$ cat config.mk
export PLATFORM = sky130hd
export DESIGN_NAME = memory_interface
export DESIGN_NICKNAME = d
export VERILOG_FILES = /design/src/rtl/memory_interface_pkg.sv /design/src/rtl/memory_interface_wait_counter.sv /design/src/rtl/memory_interface.sv
export SDC_FILE = /design/constraint.sdc
export NUM_CORES = 1
export LEC_CHECK = 0
export CORE_ASPECT_RATIO = 0.6
export CORE_MARGIN = 4
export CORE_UTILIZATION = 40
export CTS_BUF_LIST = sky130_fd_sc_hd__clkbuf_4 sky130_fd_sc_hd__clkbuf_8
export DETAILED_ROUTE_END_ITERATION = 12
export GPL_TIMING_DRIVEN = 0
export HOLD_SLACK_MARGIN = 0.15
export PLACE_DENSITY = 0.82
export REMOVE_ABC_BUFFERS = 1
export SLEW_MARGIN = 40
export SYNTH_ARGS = -nofsm -noshare
export SYNTH_HDL_FRONTEND = slang
export SYNTH_SLANG_ARGS = --single-unit
$ cat constraint.sdc
create_clock -name clk -period 3.9 [get_ports clk]
set_input_delay 0.39 -clock clk [delete_from_list [all_inputs] [get_ports clk]]
set_output_delay 0.39 -clock clk [all_outputs]
set_load 0.05 [all_outputs]
$ cat src/rtl/memory_interface_pkg.sv
// memory_interface_pkg: FSM state encoding and default geometry shared by the memory interface.
package memory_interface_pkg;
  localparam int DEF_ADDR_BITS   = 9;
  localparam int DEF_WAIT_CYCLES = 1;
  localparam int CNT_W           = 4;
  typedef enum logic [1:0] {S_IDLE, S_ACCESS, S_WAIT, S_DONE} state_e;
endpackage

$ cat src/rtl/memory_interface_wait_counter.sv
// wait_counter: loadable down-counter with a zero flag that times the RAM read latency.
module wait_counter
  import memory_interface_pkg::*;
(
  input  logic             clk,
  input  logic             clr,
  input  logic             load_i,
  input  logic             dec_i,
  input  logic [CNT_W-1:0] value_i,
  output logic             zero_o
);
  logic [CNT_W-1:0] cnt_q, cnt_d;
  assign zero_o = cnt_q == '0;
  always_comb cnt_d = load_i ? value_i : (dec_i && !zero_o) ? cnt_q - 1'b1 : cnt_q;
  always_ff @(posedge clk or negedge clr)
    if (!clr) cnt_q <= '0;
    else      cnt_q <= cnt_d;
endmodule

$ cat src/rtl/memory_interface.sv
// memory_interface: single-access FSM (IDLE/ACCESS/WAIT/DONE) between the datapath MAR/MDR and an external synchronous RAM.
module memory_interface
  import memory_interface_pkg::*;
#(
  parameter int ADDR_BITS   = DEF_ADDR_BITS,
  parameter int WAIT_CYCLES = DEF_WAIT_CYCLES
) (
  input  logic                 clk,
  input  logic                 clr,
  input  logic                 rd_req,
  input  logic                 wr_req,
  input  logic [31:0]          mar_in,
  input  logic [31:0]          mdr_in,
  output logic [31:0]          mdatain,
  output logic                 done,
  output logic                 busy,
  output logic                 err,
  output logic                 ram_en,
  output logic                 ram_we,
  output logic [ADDR_BITS-1:0] ram_addr,
  output logic [31:0]          ram_wdata,
  input  logic [31:0]          ram_rdata
);
  state_e               state_q, state_d;
  logic [ADDR_BITS-1:0] addr_q, addr_d;
  logic [31:0]          wdata_q, wdata_d, rdata_q, rdata_d;
  logic                 wr_q, wr_d, err_q, err_d;
  logic                 req_valid, load, dec, zero;
  assign req_valid = (rd_req ^ wr_req) && (mar_in >> ADDR_BITS) == 32'd0;
  wait_counter u_wait (
    .clk    (clk),
    .clr    (clr),
    .load_i (load),
    .dec_i  (dec),
    .value_i(CNT_W'(WAIT_CYCLES)),
    .zero_o (zero)
  );
  always_comb begin
    state_d = state_q;
    addr_d  = addr_q;
    wdata_d = wdata_q;
    rdata_d = rdata_q;
    wr_d    = wr_q;
    err_d   = 1'b0;
    load    = 1'b0;
    dec     = 1'b0;
    case (state_q)
      S_IDLE: begin
        err_d = (rd_req | wr_req) && !req_valid;
        if (req_valid) begin
          state_d = S_ACCESS;
          addr_d  = mar_in[ADDR_BITS-1:0];
          wdata_d = mdr_in;
          wr_d    = wr_req;
        end
      end
      S_ACCESS: begin
        state_d = S_WAIT;
        load    = 1'b1;
      end
      S_WAIT: begin
        dec     = !zero;
        state_d = zero ? S_DONE : S_WAIT;
        rdata_d = (zero && !wr_q) ? ram_rdata : rdata_q;
      end
      default: state_d = S_IDLE;
    endcase
  end
  always_ff @(posedge clk or negedge clr)
    if (!clr) begin
      state_q <= S_IDLE;
      addr_q  <= '0;
      wdata_q <= '0;
      rdata_q <= '0;
      wr_q    <= 1'b0;
      err_q   <= 1'b0;
    end else begin
      state_q <= state_d;
      addr_q  <= addr_d;
      wdata_q <= wdata_d;
      rdata_q <= rdata_d;
      wr_q    <= wr_d;
      err_q   <= err_d;
    end
  assign mdatain   = rdata_q;
  assign done      = state_q == S_DONE;
  assign busy      = state_q != S_IDLE;
  assign err       = err_q;
  assign ram_en    = state_q == S_ACCESS;
  assign ram_we    = ram_en && wr_q;
  assign ram_addr  = addr_q;
  assign ram_wdata = wdata_q;
endmodule
==> flow_summary.json <==
{
  "die_h_um": 78.0,
  "cp_common_cell": "buf_6",
  "die_x_um": 125,
  "num_rows": 25,
  "cp_max_fo": 12,
  "ios": 178,
  "final_hold_viol_count": 0,
  "drtIter0Drc": 66,
  "hold_slack_ns": 0.447,
  "ir_drop_v": 0.000609,
  "power_density_nw_per_um2": 628,
  "cp.required_ns": 4.14,
  "fill_cells": 552,
  "period_minus_slack_ns": 2.86,
  "grt-busiest-layer": "met2",
  "first_pass_iters": 5,
  "clock_skew_ns": 0.00748,
  "setup_ws_ns": 1.04,
  "synth_top_cell_by_area": "dfrtp_1",
  "crit_chain": "clkdlybuf4s50_1, inv_1, ha_1, nor4b_1, nand4_1, nor3_4, buf_6, buf_6, mux2_2",
  "clk_pin_slew_worst_paths_ns": 0.08,
  "cp.arrival_ns": 3.10,
  "cts_hold_buf": 1,
  "max_freq_mhz": 349,
  "hold_class": "primary input to async pin",
  "dieArea_sq_um": 9710,
  "core_area_sq_um": 7910,
  "slew_headroom_pct": 56.8,
  "crit_buf_inv": 4,
  "synth_mux_area_share_pct": 26.2,
  "grt_setup_unrepaired": "no",
  "cpMaxStageDelayCell": "nor3_4",
  "cts_tree": "done",
  "antenna_found_initial": 0,
  "yosys_warnings": 0,
  "pre_cts_ws_ns": 0.651,
  "cts_root_buf": "clkbuf_8",
  "grtUsageMet1_pct": 19.2,
  "diodes": 0,
  "setup-tns-final_ns": 0,
  "grt_pass1_vias": 2708,
  "cts_max_level": 3,
  "synth_top_family_by_area": "multiplexers",
  "cap_violations": 0,
  "layout-drive-gt1-share_pct": 24.2,
  "area_growth_pct": 65.7,
  "ant_nets": 0,
  "ys_types": 26,
  "cts_buffers": 9,
  "setup_viol": 0,
  "clockBufferDepth": 2,
  "synth_fa_ha_area_share_pct": 2.68,
  "dp_hpwl_um": 6630,
  "setup.worst_path.end_class": "register",
  "final-seq-area_sq_um": 2030,
  "leakagePower_uw": 0.00237,
  "async_flop_share_pct": 100,
  "grt_util_met2_pct": 29.3,
  "synth-seq-area-share_pct": 62.1,
  "fin_cells": 509,
  "postCtsSetupRepairBufs": 0,
  "vias": 2405,
  "yosys.area_share.xor_xnor_pct": 0.805,
  "ys.flop_type": "dfrtp_1",
  "fin_nets": 505,
  "yosys.area_share.simple_pct": 5.02,
  "track_usage_pct": 18.2,
  "grt_overflow": 0,
  "period_share_pct": 73.4,
  "synth_top_cell_area_share_pct": 62.1,
  "gp_routability_congestion": 0.811,
  "synth-compound-area-share_pct": 0.498,
  "use_met3_pct": 12.7,
  "synth_area_leaders": "dfrtp_1, mux2_2, ha_1",
  "port_buffers": 177,
  "avgSynthCellArea_sq_um": 15.5,
  "multiInputGateArea_sq_um": 1160,
  "cp-start-kind": "primary input",
  "synth_edf_count": 0,
  "mostFrequentLayoutCell": "clkdlybuf4s50_1",
  "cp_slowest_stage_delay_ns": 0.58,
  "grt_pass1_wl_um": 13800,
  "syn_inst": 211,
  "mostFrequentLayoutCells": "clkdlybuf4s50_1, dfrtp_1, mux2_2, clkbuf_8",
  "dp.cells": 494,
  "crit_family": "simple AND/OR/NAND/NOR gates",
  "drv_slew": 0,
  "viasPerCell": 4.72,
  "start_util_pct": 41.2,
  "grt_max_degree": 61,
  "cts_resized": 0,
  "tightest_slew_ns": 0.646,
  "drc": 0,
  "clk_latency_ns": 0.35,
  "critPathKind": "primary input to register",
  "wire_per_inst_um": 16.6,
  "synth_seq_cells": 81,
  "wirelength_um": 8460,
  "cts.sinks": 81,
  "status": "finished, final reports clean",
  "syn_area_sq_um": 3260
}
final timing paths:
path                       depth (start not counted)                   endpoint                      start  slack, ns
setup / recovery                                   9  ram_wdata[10]$_DFFE_PN0P_                     wr_req       1.04
hold / removal                                     2  ram_wdata[28]$_DFFE_PN0P_                        clr       0.45
setup reg to reg                                   7  ram_wdata[10]$_DFFE_PN0P_     state_q[0]$_DFFE_PN0P_       1.50
hold reg to reg                                    1  ram_wdata[15]$_DFFE_PN0P_  ram_wdata[15]$_DFFE_PN0P_       0.50
max in group asynchronous                          3    mdatain[11]$_DFFE_PN0P_                        clr       2.91
min in group clk                                   1  ram_wdata[15]$_DFFE_PN0P_  ram_wdata[15]$_DFFE_PN0P_       0.50
kinds of logic after synthesis:
family,after synthesis
flip-flops,81
AO/OA/AOI/OAI,3
buffers and inverters,14
XOR/XNOR,3
adder cells (fa/ha/maj),7
multiplexers,76
AND/OR/NAND/NOR,27
through the flow:
step / area [sq um] / utilization, % / power [uW]
after global placement: 5110 / 64.6 / 2750
after global routing: 5410 / 68.3 / 3570
after floorplan: 3200 / - / 2200
final: 5410 / 68.3 / 3400
after CTS: 5410 / 68.3 / 3440
after detailed placement: 5190 / 65.6 / 2800
layer usage:
metal	vias up	part of all wire, %	wire (um)
li1	1115	-	-
met1	1155	37	3140
met2	123	47	3980
met3	12	14	1200
met4	0	1.6	134
met5	-	0	0
registers in the layout, indices dropped and copies added (netlist names):
name / flops
mdatain: 32
ram_addr: 9
ram_wdata: 32
err: 1
wr_q: 1
state_q: 2
u_wait.cnt_q: 4
power breakdown:
part	total, uW	internal (uW)	switching [uW]
logic	1610	646	961
clock network	627	341	286
registers	1160	1050	114
total	3400	2030	1360
layout make-up:
cell class,instances,share of cell area (%)
sequential,81,37.5
multi-input combinational,116,21.4
timing repair buffer,183,34.4
tap,108,2.50
clock buffer,12,3.05
inverter,7,0.486
clock inverter,2,0.694
cells in the mapped netlist, types with 2 or more instances:
cell type  count
buf_6          4
ha_1           7
mux2_2        73
dfrtp_1       81
nor4_1         5
xor2_1         2
nor3_1         2
nor2_1         4
mux2_1         3
inv_1          7
nand2_1        5
nand3_1        2
buf_2          3
No activity file was read; power rests on OpenSTA's default activity.
